==> config.mk <==
export PLATFORM = sky130hd
export DESIGN_NAME = calc_stream_controller
export DESIGN_NICKNAME = d
export VERILOG_FILES = /design/src/rtl/calc_stream_controller.sv
export SDC_FILE = /design/constraint.sdc
export NUM_CORES = 1
export LEC_CHECK = 0
export CAP_MARGIN = 30
export CELL_PAD_IN_SITES_DETAIL_PLACEMENT = 1
export CELL_PAD_IN_SITES_GLOBAL_PLACEMENT = 2
export CORE_ASPECT_RATIO = 0.7
export CORE_MARGIN = 3
export CORE_UTILIZATION = 34
export CTS_BUF_LIST = sky130_fd_sc_hd__clkbuf_16
export CTS_CLUSTER_DIAMETER = 150
export DETAILED_ROUTE_END_ITERATION = 8
export PLACE_DENSITY_LB_ADDON = 0.25
export SYNTH_ARGS = -nofsm -noshare
export SYNTH_HDL_FRONTEND = slang
export SYNTH_SLANG_ARGS = --single-unit
==> constraint.sdc <==
create_clock -name clk_i -period 3.8 [get_ports clk_i]
set_input_delay 0.38 -clock clk_i [delete_from_list [all_inputs] [get_ports clk_i]]
set_output_delay 0.38 -clock clk_i [all_outputs]
set_load 0.01 [all_outputs]
==> src/rtl/calc_stream_controller.sv <==
// Streaming two-operand calculator: reads operand pairs from a read-address
// range, applies one ALU op, packs PACK results per word and writes them out.
module calc_stream_controller #(
   parameter int unsigned DATA_W = 32,
   parameter int unsigned ADDR_W = 10,
   parameter int unsigned PACK   = 2,
   parameter int unsigned RD_LAT = 1
) (
   input  logic                     clk_i,
   input  logic                     rst_ni,
   input  logic                     start_i,
   input  logic [1:0]               op_i,
   input  logic [ADDR_W-1:0]        read_start_addr,
   input  logic [ADDR_W-1:0]        read_end_addr,
   input  logic [ADDR_W-1:0]        write_start_addr,
   input  logic [ADDR_W-1:0]        write_end_addr,
   output logic                     read,
   output logic [ADDR_W-1:0]        r_addr,
   input  logic [2*DATA_W-1:0]      r_data,
   output logic                     write,
   output logic [ADDR_W-1:0]        w_addr,
   output logic [PACK*DATA_W-1:0]   w_data,
   output logic                     busy_o,
   output logic                     done_o,
   output logic                     err_o,
   output logic                     ovf_o
);

   // Pointers carry one extra bit so an end address of all-ones terminates.
   localparam int unsigned PW    = ADDR_W + 1;
   localparam int unsigned IDX_W = $clog2(PACK + 1);
   localparam int unsigned CNT_W = 2;

   typedef enum logic [2:0] {S_IDLE, S_READ, S_WAIT, S_EXEC, S_WRITE, S_DONE} state_t;

   state_t                   r_state;
   logic [1:0]               r_op;
   logic [PW-1:0]            r_rd_end;
   logic [PW-1:0]            r_wr_end;
   logic [PW-1:0]            r_rptr;
   logic [PW-1:0]            r_wptr;
   logic [IDX_W-1:0]         r_idx;
   logic [CNT_W-1:0]         r_wait;
   logic [PACK*DATA_W-1:0]   r_lanes;

   logic [DATA_W-1:0]        w_a;
   logic [DATA_W-1:0]        w_b;
   logic [DATA_W:0]          w_sum;
   logic [DATA_W-1:0]        w_res;
   logic                     w_ovf;
   logic [PACK*DATA_W-1:0]   w_lanes_nxt;
   logic [IDX_W-1:0]         w_idx_nxt;
   logic [PW-1:0]            w_rptr_nxt;
   logic                     w_full;
   logic                     w_last_rd;

   assign w_a        = r_data[DATA_W-1:0];
   assign w_b        = r_data[2*DATA_W-1:DATA_W];
   assign w_sum      = {1'b0, w_a} + {1'b0, w_b};
   assign w_idx_nxt  = r_idx + IDX_W'(1);
   assign w_rptr_nxt = r_rptr + PW'(1);
   assign w_full     = (w_idx_nxt == IDX_W'(PACK));
   assign w_last_rd  = (r_rptr == r_rd_end);

   // ALU result and per-operation overflow flag
   always_comb begin
      w_res = '0;
      w_ovf = 1'b0;
      case (r_op)
         2'b00: begin w_res = w_sum[DATA_W-1:0]; w_ovf = w_sum[DATA_W]; end
         2'b01: begin w_res = w_a - w_b;         w_ovf = (w_a < w_b);   end
         2'b10: w_res = (w_a < w_b) ? w_a : w_b;
         default: w_res = (w_a > w_b) ? w_a : w_b;
      endcase
   end

   // Lane vector with the current result dropped into slot r_idx
   always_comb begin
      w_lanes_nxt = r_lanes;
      for (int unsigned k = 0; k < PACK; k++) begin
         if (r_idx == IDX_W'(k)) w_lanes_nxt[k*DATA_W +: DATA_W] = w_res;
      end
   end

   // Job FSM with registered strobes and status
   always_ff @(posedge clk_i or negedge rst_ni) begin
      if (!rst_ni) begin
         r_state  <= S_IDLE;
         r_op     <= '0;
         r_rd_end <= '0;
         r_wr_end <= '0;
         r_rptr   <= '0;
         r_wptr   <= '0;
         r_idx    <= '0;
         r_wait   <= '0;
         r_lanes  <= '0;
         read     <= 1'b0;
         r_addr   <= '0;
         write    <= 1'b0;
         w_addr   <= '0;
         w_data   <= '0;
         busy_o   <= 1'b0;
         done_o   <= 1'b0;
         err_o    <= 1'b0;
         ovf_o    <= 1'b0;
      end else begin
         read   <= 1'b0;
         write  <= 1'b0;
         done_o <= 1'b0;
         case (r_state)
            S_IDLE: begin
               if (start_i) begin
                  r_op     <= op_i;
                  r_rd_end <= {1'b0, read_end_addr};
                  r_wr_end <= {1'b0, write_end_addr};
                  r_rptr   <= {1'b0, read_start_addr};
                  r_wptr   <= {1'b0, write_start_addr};
                  r_idx    <= '0;
                  r_lanes  <= '0;
                  err_o    <= 1'b0;
                  ovf_o    <= 1'b0;
                  if (read_start_addr > read_end_addr) begin
                     r_state <= S_DONE;
                     done_o  <= 1'b1;
                  end else begin
                     r_state <= S_READ;
                     read    <= 1'b1;
                     r_addr  <= read_start_addr;
                     busy_o  <= 1'b1;
                  end
               end
            end
            S_READ: begin
               if (RD_LAT > 1) begin
                  r_state <= S_WAIT;
                  r_wait  <= CNT_W'(RD_LAT - 2);
               end else begin
                  r_state <= S_EXEC;
               end
            end
            S_WAIT: begin
               if (r_wait == '0) r_state <= S_EXEC;
               else              r_wait  <= r_wait - CNT_W'(1);
            end
            S_EXEC: begin
               r_lanes <= w_lanes_nxt;
               ovf_o   <= ovf_o | w_ovf;
               r_idx   <= w_idx_nxt;
               r_rptr  <= w_rptr_nxt;
               if (w_full || w_last_rd) begin
                  r_state <= S_WRITE;
                  if (r_wptr <= r_wr_end) begin
                     write  <= 1'b1;
                     w_addr <= r_wptr[ADDR_W-1:0];
                     w_data <= w_lanes_nxt;
                  end
               end else begin
                  r_state <= S_READ;
                  read    <= 1'b1;
                  r_addr  <= w_rptr_nxt[ADDR_W-1:0];
               end
            end
            S_WRITE: begin
               r_lanes <= '0;
               r_idx   <= '0;
               if (r_wptr > r_wr_end) begin
                  err_o   <= 1'b1;
                  r_state <= S_DONE;
                  done_o  <= 1'b1;
                  busy_o  <= 1'b0;
               end else begin
                  r_wptr <= r_wptr + PW'(1);
                  if (r_rptr > r_rd_end) begin
                     r_state <= S_DONE;
                     done_o  <= 1'b1;
                     busy_o  <= 1'b0;
                  end else begin
                     r_state <= S_READ;
                     read    <= 1'b1;
                     r_addr  <= r_rptr[ADDR_W-1:0];
                  end
               end
            end
            S_DONE:  r_state <= S_IDLE;
            default: r_state <= S_IDLE;
         endcase
      end
   end

endmodule

* After elaboration in Yosys (flattened, before gate mapping) *
Index checks and enable logic that the tools add are counted.
Widths: inputs -> output; s select.

operators by class
  add/subtract/negate cells = 6
  magnitude comparators = 6
  eq/ne operators = 17
  muxes and demuxes = 51
  bitwise gates (word level) = 2
  reductions and logical operators = 18

operators with widths
  operator               number
  $pmux 64 s3            1
  $mux 32                4
  $pmux 32 s3            1
  $mux 64                1
  $mux 10                5
  $pmux 11 s2            2
  $add 32x32->33         1
  $mux 11                3
  $gt 32x32->1           1
  $lt 32x32->1           1
  $sub 32x32->32         1
  $pmux 10 s3            1
  $add 11x1->11 const B  2
  $gt 11x10->1           2
  $mux 1                 18
  $mux 3                 6
  $pmux 3 s5             1
  $ne 2x2->1 const B     7
  $eq 11x10->1           1
  $le 11x10->1           1
  $gt 10x10->1           1
  $pmux 1 s2             5
  $reduce_and 2->1       5
  $reduce_and 3->1       3
  20 further kinds       26

word-level totals
  register bits after elaboration = 205
  output and inout bits = 90
  logic and storage cells = 118

* Depth between registers and ports, before layout *
Gate-level depths: netlist (run 1).

  depth in word-level cells = 5
  depth in mapped cells = 14
  mapped depth without buffers = 12

* Worst setup path before layout (run 1) *
No wires, ideal clock.

  path type = input -> register
  from = input port r_data[0]
  to = register w_data[26]
  data arrival time = 2.785 ns
  required time = 3.675 ns
  setup slack = 0.890 ns
  cell stages on the path = 11
  cells stage by stage = ha_1 fa_1 nor2b_1 o211ai_1 a21oi_2 o211ai_1 a2111oi_0 o41ai_1 mux2_2 nor3_1 nor3_1

between the ends
  cells in the longest elaborated chain, start to end = 4
  elaborated cells on any way between the ends = 8
  classes of those cells = 2 x add/sub; 2 x order compare; 4 x mux

RTL lines
  what                                                 line    source
  start: declaration                                   19      input logic [2*DATA_W-1:0] r_data,
  $gt 32x32->1 / $lt 32x32->1 (equally long branches)  73, 72
  $mux 32, on equally long branches                    73, 72
  $pmux 32 s3 *                                        69      case (r_op)
  $mux 32 *                                            81      if (r_idx == IDX_W'(k)) w_lanes_nxt[k*DATA_W +: DATA_W] = w_res;
  end signal: assignment                               155     w_data <= w_lanes_nxt;
  end: declaration                                     22      output logic [PACK*DATA_W-1:0] w_data,

Mark *: on every way between the ends. The rest lies on a longest branch, timed or not.
A chain may end at the register's enable or synchronous reset.

* Worst setup path after layout (run 1) *
  from = input port r_data[47]
  to = register r_lanes[30]

between the ends
  cells in the longest elaborated chain, start to end = 5
  elaborated cells on any way between the ends = 9
  classes of those cells = 2 x add/sub; 2 x order compare; 5 x mux

RTL lines
  what                                                 line    source
  $gt 32x32->1 / $lt 32x32->1 (equally long branches)  73, 72
  $mux 32, on equally long branches                    73, 72
  $pmux 32 s3 *                                        69
  $mux 32 *                                            81
  $pmux 64 s3 *                                        110     case (r_state)
  end signal: assignment                               146     r_lanes <= w_lanes_nxt;
  end: declaration                                     44      logic [PACK*DATA_W-1:0] r_lanes;

Marked as above.

==> results of run 1 <==
power by group:
group	switching (uW)	internal (uW)
Combinational	4640	3420
Clock	858	954
Sequential	825	3170
critical path: cells and delay by family:
| family | cells | cell delay, ps |
|---|---|---|
| AOI/OAI and AO/OA | 7 | 1880 |
| adders and majority gates | 1 | 390 |
| buffers and inverters | 4 | 1010 |
| and+or+nand+nor | 2 | 470 |
stage by stage:
step	power, uW	hold slack [ps]	setup slack (ps)	cell area [um^2]	setup TNS, ps
final	13900	418	38.1	20000	0
after global routing	14900	419	21.6	20000	0
after CTS	13900	396	95.5	20000	0
after detailed placement	12000	468	-421	19400	-23340
after global placement	11700	465	-421	19400	-16120
after floorplan	8090	84.4	890	15100	0
layout by cell type (no fill, tap or decap), drive strengths merged, types with 14 or more instances in the layout:
cell type / Yosys / final
nor2: 127 / 127
nand2: 147 / 147
a211oi: 16 / 16
nand3: 112 / 112
nor3b: 48 / 48
ha: 99 / 99
mux2i: 23 / 23
dfrtp: 205 / 205
inv: 105 / 110
nand2b: 21 / 21
a21oi: 180 / 180
mux2: 20 / 20
xnor2: 24 / 24
a21o: 24 / 24
nor3: 32 / 32
a31oi: 29 / 29
buf: 32 / 277
nor4: 14 / 14
nor2b: 23 / 23
clkbuf: 86 / 20
clkdlybuf4s50: 0 / 197
nand4: 20 / 20
o211ai: 23 / 23
o21ai: 202 / 202
o31ai: 32 / 32
flip-flops by register name, indices dropped and copies added, names as in the netlist, 10 cells and up:
name,flops
r_addr,10
r_rptr,11
r_wptr,11
r_lanes,64
w_data,64
w_addr,10
r_rd_end,10
r_wr_end,10
kinds of logic (layout without fill, tap and decap cells):
logic type | count (synthesis) | after routing | synth area share, %
mux | 43 | 43 | 3.29
simple gates | 585 | 585 | 19.4
fa+ha+maj | 101 | 101 | 8.49
buf+inv | 226 | 615 | 6.11
flops | 205 | 205 | 34.1
compound gates | 640 | 640 | 27.2
xor+xnor | 26 | 26 | 1.51
what timing repair did:
item                       in CTS  in global routing
resized for setup               0                  7
setup endpoints to repair       0                 25
hold endpoints to repair       91                  0
buffers inserted                0                  0
hold buffers                    1                  0
metal layers:
| metal | vias up | part of all wire, % | GRT usage [%] |
|---|---|---|---|
| met2 | 458 | 42 | 40.1 |
| met4 | 0 | 1.9 | 4.75 |
| met1 | 8026 | 49 | 40.7 |
| met3 | 67 | 6.4 | 5.58 |
| met5 | - | 0 | 0 |
| li1 | 7427 | - | - |
area by class of cell:
cell class | count | area, um^2 | share of cell area, %
multi-input cells | 1395 | 9050 | 45.2
flip-flops and latches | 205 | 5130 | 25.6
clock inverters | 12 | 61.3 | 0.306
repair buffers | 475 | 4140 | 20.7
inverters | 108 | 405 | 2.02
clock buffers | 20 | 500 | 2.50
well taps | 585 | 732 | 3.65
worst max path at each step:
stage	start	to	slack [ps]	cells after the start
CTS	r_data[42]	r_lanes[57]$_DFFE_PN0P_	100	12
finish	r_data[47]	r_lanes[30]$_DFFE_PN0P_	40	14
detailed placement	r_data[42]	r_lanes[57]$_DFFE_PN0P_	-420	12
floorplan	r_data[0]	w_data[26]$_DFFE_PN0P_	890	11
global route	r_data[41]	r_lanes[63]$_DFFE_PN0P_	20	13
global placement	r_data[41]	r_lanes[30]$_DFFE_PN0P_	-420	14
==> qor.csv, run 1 <==
stage,metric,value,unit
synthesis,dominantRegCellSynth,dfrtp_1,
clock_tree,h-tree-depth,1,
synthesis,synth_edf_count,0,
job,cap_viol_max_count,0,
setup_path,crit_type,in2reg,
placement,dp.cells,2767,
global_routing,grt_pass1_wl,99.8,mm
drt,drt-wirelength-per-cell,23.2,um
final_layout,syn_to_final_growth,33.1,%
setup_path,critPathRequiredTime,4180,ps
placement,portBuffers,198,
global_routing,grt.total_usage,27.1,%
placement,gp_congestion,0.962,
sta,min_period,3760,ps
floorplanning,die-area,46900,um^2
synthesis,synth_area,15100,um^2
setup_path,start_kind,input pin,
synthesis,synthTopCellsByCount,"205 x dfrtp_1, 177 x a21oi_1, 172 x o21ai_0",
drt,drt_wl_total,65.0,mm
floorplanning,die_w,257,um
synthesis,synth_nets,2036,
floorplanning,start_util,35.0,%
synthesis,yosysUniqueCellTypes,94,
sta,hold_viol,0,
clock_tree,cts_tree,built,
setup_path,cp_slowest_cell,clkdlybuf4s50_1,
drt,remaining_drc_errors,0,
sta,slew_viol_final,0,
status,status,"complete, no violations",
hold_path,min_from,write_end_addr[0],
setup_path,critical_path.most_common_cell,buf_4,
final_layout,nets,2415,
global_routing,antenna_found_initial,1,
synthesis,synth_seq_cells,205,
drt,initialDrtViolationCount,1234,
power_and_ir_drop,peakVddDrop,322,uV
final_layout,n_fill_cell,5155,
clock_tree,cts_buffer_depth,3,
global_routing,grt_pass1_vias,16429,
synthesis,yosysTopAreaCell,dfrtp_1,
synthesis,ys_async_sr_fraction,100,%
setup_path,path_cells,clkdlybuf4s50_1 -> inv_1 -> ha_1 -> buf_4 -> a211o_1 -> a211oi_1 -> o31ai_1 -> nand2b_1 -> o21ai_0 -> o311ai_1 -> and3_1 -> o31ai_2 -> buf_4 -> o21ai_1,
floorplanning,core,43000,um^2
synthesis,avgSynthCellArea,8.24,um^2
synthesis,yosysSeqAreaShare,34.1,%
setup_path,worstReg2RegStart,r_rptr[7]$_DFFE_PN0P_,
floorplanning,die_h,182,um
power_and_ir_drop,p_per_area,692,nW/um^2
synthesis,synth_top_area_share,34.1,%
hold_path,hold_depth,3,
sta,relSlewSlack,33.0,%
clock_tree,path_clk_slew,60,ps
synthesis,synth.area.top_cells,"dfrtp_1 34%, ha_1 8.2%, a21oi_1 5.9%",
drt,via_per_inst,5.71,
sta,worst_pin_slew,1000,ps
setup_path,reg2reg_slack,400,ps
floorplanning,rows,63,
synthesis,syn_inst,1826,
clock_tree,clock_sinks,205,
setup_path,critPathArrivalTime,4140,ps
sta,fmax,266,MHz
floorplanning,io-pin-count,199,
final_layout,n_antenna_cell,0,
global_routing,grt.overflow.total,0,
setup_path,end_kind,flop,
sta,clock_skew,22.3,ps
sta,period_share,99.0,%
clock_tree,clk_latency,520,ps
hold_path,hold_end,r_wr_end[0]$_DFFE_PN0P_,
sta,finalSetupViolations,0,
setup_path,rr_worst_depth,10,
clock_tree,root_buffer,clkbuf_16,
clock_tree,cts_made_buffers,20,
drt,dr.pass1.iters,5,
final_layout,finalNonFillerCells,2800,
placement,dp_hpwl,51.2,mm
setup_path,rr_endpoint,w_data[28]$_DFFE_PN0P_,
power_and_ir_drop,power_leakage,0.00870,uW
synthesis,ys_warn_count,0,
setup_path,cp_slowest_stage_delay,520,ps
final_layout,drive_gt1_share,16.7,%
setup_path,crit_fanout,7,
hold_path,hold_path_class,in2reg,
drt,final_antenna_net_count,0,
global_routing,grt_start_max_net_pins,116,
synthesis,yosysMostFrequentCell,dfrtp_1,
final_layout,final_util,46.5,%
drt,vias,15978,
sta,grt_setup_unrepaired,no,
Note: power is estimated with default switching activity, not from simulation.
==> run 2: changes to the inputs <==
--- a/config.mk
+++ b/config.mk
@@ -9,12 +9,13 @@
 export CELL_PAD_IN_SITES_DETAIL_PLACEMENT = 1
 export CELL_PAD_IN_SITES_GLOBAL_PLACEMENT = 2
 export CORE_ASPECT_RATIO = 0.7
-export CORE_MARGIN = 3
 export CORE_UTILIZATION = 34
 export CTS_BUF_LIST = sky130_fd_sc_hd__clkbuf_16
 export CTS_CLUSTER_DIAMETER = 150
 export DETAILED_ROUTE_END_ITERATION = 8
+export HOLD_SLACK_MARGIN = 0.15
 export PLACE_DENSITY_LB_ADDON = 0.25
+export SLEW_MARGIN = 20
 export SYNTH_ARGS = -nofsm -noshare
 export SYNTH_HDL_FRONTEND = slang
 export SYNTH_SLANG_ARGS = --single-unit
==> qor.csv, run 2 (synthesis results as in run 1) <==
stage,metric,value,unit,change
status,status,"complete, no violations",,
power_and_ir_drop,p_sw,6390,uW,+1.1%
sta,relSlewSlack,37.1,%,+4.1 points
drt,remaining_drc_errors,0,,unchanged
setup_path,reg2reg_slack,180,ps,-220 ps
power_and_ir_drop,peakVddDrop,387,uV,+20%
sta,worst_pin_slew,935,ps,-65.4 ps
setup_path,rr_endpoint,w_data[35]$_DFFE_PN0P_,,
clock_tree,cts_made_buffers,20,,unchanged
placement,placed_cell_area,19400,um^2,-0.32%
placement,dp_hpwl,50.0,mm,-2.3%
final_layout,drive_gt1_share,16.7,%,+0.045 points
final_layout,n_fill_cell,5181,,+0.50%
hold_path,hold_path_class,in2reg,,
global_routing,antenna_found_initial,1,,unchanged
setup_path,critPathRequiredTime,4180,ps,about the same
clock_tree,cts_tree,built,,
final_layout,top_regs,"r_lanes: 64 flops, w_data: 64 flops",,
final_layout,final_util,46.1,%,-0.43 points
power_and_ir_drop,clockPowerShare,14.9,%,+1.8 points
job,cap_viol_max_count,0,,unchanged
drt,final_antenna_net_count,0,,unchanged
clock_tree,path_clk_slew,70,ps,about the same
global_routing,grt_start_max_net_pins,116,,unchanged
floorplanning,die_w,253,um,-1.6%
final_layout,n_antenna_cell,0,,unchanged
setup_path,path_buf_inv,4,,unchanged
power_and_ir_drop,swShare,45.1,%,-0.48 points
hold_path,min_from,write_end_addr[2],,
power_and_ir_drop,p_per_area,704,nW/um^2,+1.7%
drt,drt-wirelength-per-cell,22.9,um,-1.2%
sta,slew_viol_final,0,,unchanged
setup_path,critPathArrivalTime,4070,ps,-70 ps
global_routing,grt.overflow.total,0,,unchanged
drt,via_per_inst,5.75,,+0.82%
clock_tree,clock_sinks,205,,unchanged
setup_path,cpLargestDelayFamily,compound AO/OA/AOI/OAI gates,,
setup_path,worstSetupStartpoint,r_data[0],,
global_routing,grt_pass1_vias,16115,,-1.9%
final_layout,seq_area,5130,um^2,unchanged
final_layout,syn_to_final_growth,33.7,%,
setup_path,worstReg2RegStart,r_wptr[2]$_DFFE_PN0P_,,
floorplanning,rows,64,,+1.6%
setup_path,cp_slowest_cell,clkdlybuf4s50_1,,
setup_path,end_kind,flop,,
setup_path,endpoint,r_lanes[62]$_DFFE_PN0P_,,
setup_path,path_cells,clkdlybuf4s50_1 -> inv_1 -> ha_1 -> fa_1 -> nor2b_1 -> o31a_1 -> nor2_1 -> o311ai_1 -> buf_4 -> o21ai_0 -> o311ai_1 -> a21oi_1 -> o31ai_2 -> buf_4 -> o21ai_1,,
setup_path,crit_fanout,4,,-3
floorplanning,die-area,45100,um^2,-3.7%
power_and_ir_drop,p_comb_share,57.4,%,-0.7 points
sta,grt_setup_unrepaired,no,,
final_layout,nets,2411,,-0.17%
power_and_ir_drop,p_seq_share,27.7,%,-1.1 points
final_layout,final_cell_mix,"265 x buf_4, 204 x dfrtp_1, 197 x clkdlybuf4s50_1",,
floorplanning,io-pin-count,199,,unchanged
placement,portBuffers,198,,unchanged
sta,hold_viol,0,,unchanged
sta,setup_ws,109,ps,+70.9 ps
final_layout,multi_input_area,9060,um^2,about the same
setup_path,rr_worst_depth,11,,+1
sta,clock_skew,9.96,ps,-12.4 ps
floorplanning,core,43600,um^2,+1.4%
clock_tree,root_buffer,clkbuf_16,,
final_layout,fin_area,20100,um^2,+0.46%
clock_tree,h-tree-depth,1,,unchanged
sta,finalSetupViolations,0,,unchanged
clock_tree,clk_latency,510,ps,about the same
drt,dr.pass1.iters,5,,unchanged
placement,gp_congestion,0.993,,+3.2%
setup_path,cp_slowest_stage_delay,530,ps,about the same
power_and_ir_drop,p_int,7780,uW,+3.1%
drt,drt_wl_total,64.4,mm,-0.91%
sta,fmax,271,MHz,+1.9%
power_and_ir_drop,power_leakage,0.00871,uW,+0.16%
sta,period_share,97.1,%,-1.9 points
global_routing,grt.total_usage,28.5,%,+1.4 points
drt,initialDrtViolationCount,1276,,+3.4%
setup_path,start_kind,input pin,,
floorplanning,die_h,178,um,-2.2%
setup_path,cp.depth,15,,+1
floorplanning,start_util,34.5,%,-0.48 points
drt,vias,16160,,+1.1%
setup_path,crit_type,in2reg,,
global_routing,grt_pass1_wl,98.2,mm,-1.6%
placement,place_worst_setup_slack,-631,ps,-210 ps
final_layout,final_common_cell,buf_4,,
sta,min_period,3690,ps,-70.9 ps
sta,hold_ws,427,ps,+9.31 ps
clock_tree,cts_buffer_depth,3,,unchanged
## run 2: cell count changes in the layout (fill, tap and decap cells not counted), sizes merged
cell,previous run,this run
clkinv,10,13
clkbuf,20,21
bufinv,0,3
buf,277,273
inv,110,106
clkinvlp,0,1
## run 2: what timing repair did
| item | 4_1_cts | 5_1_grt |
|---|---|---|
| resized for setup | 4 | 4 |
| hold buffers | 1 | 0 |
| endpoints found under the hold margin | 103 | 0 |
| endpoints found under the setup margin | 11 | 31 |
| pin swaps | 0 | 1 |
| buffers inserted | 0 | 3 |
## run 2: worst min-delay path by stage
| stage | to | slack [ps] | depth (start not counted) |
|---|---|---|---|
| 2_1_floorplan | busy_o$_DFFE_PN0P_ | 80 | 0 |
| 3_3_place_gp | w_addr[1]$_DFFE_PN0P_ | 470 | 2 |
| 3_5_place_dp | w_addr[1]$_DFFE_PN0P_ | 470 | 2 |
| 4_1_cts | r_wr_end[2]$_DFFE_PN0P_ | 420 | 3 |
| 5_1_grt | r_wr_end[1]$_DFFE_PN0P_ | 440 | 3 |
| 6_report | r_wr_end[2]$_DFFE_PN0P_ | 430 | 3 |
## run 2: routing by layer
layer | vias up | track usage, % | routed length (um)
met5 | - | 0 | 0
met4 | 0 | 5.35 | 1210
met3 | 60 | 5.12 | 4420
met2 | 523 | 41.9 | 27500
met1 | 8171 | 43.1 | 31300
li1 | 7406 | - | -
## run 2: final cells by class
class                   instances  area share, %
multi-input cells            1395           45.0
inverters                     108           2.01
repair buffers                471           20.4
clock inverters                15          0.715
well taps                     594           3.69
clock buffers                  21           2.61
flip-flops and latches        205           25.5
## run 2: worst register-to-register path, stage by stage, from the launching register on
cell      delay [ps]
dfrtp_1          460
ha_1             330
a21o_1           190
a21o_1           170
a211o_1          290
a221oi_1         330
o21bai_1         240
or2_4            320
inv_2            230
nand2_1          430
buf_4            370
o21ai_0          190
## run 2: stage by stage
step | cells | setup TNS, ps | power [uW]
after floorplan | 1826 | 0 | 8090
after global placement | 2768 | -31830 | 11600
after detailed placement | 2768 | -33870 | 11900
after CTS | 2805 | 0 | 14100
after global routing | 2809 | 0 | 15100
final | 2809 | 0 | 14200
## run 2: power by group through the flow
stage                     Combinational [uW]  Sequential [uW]  Clock [uW]
after global placement                  7720             3910           0
after CTS                               8050             3920        2140
after floorplan                         4230             3860           0
after global routing                    8840             4030        2240
after detailed placement                7970             3950           0
final                                   8130             3930        2110
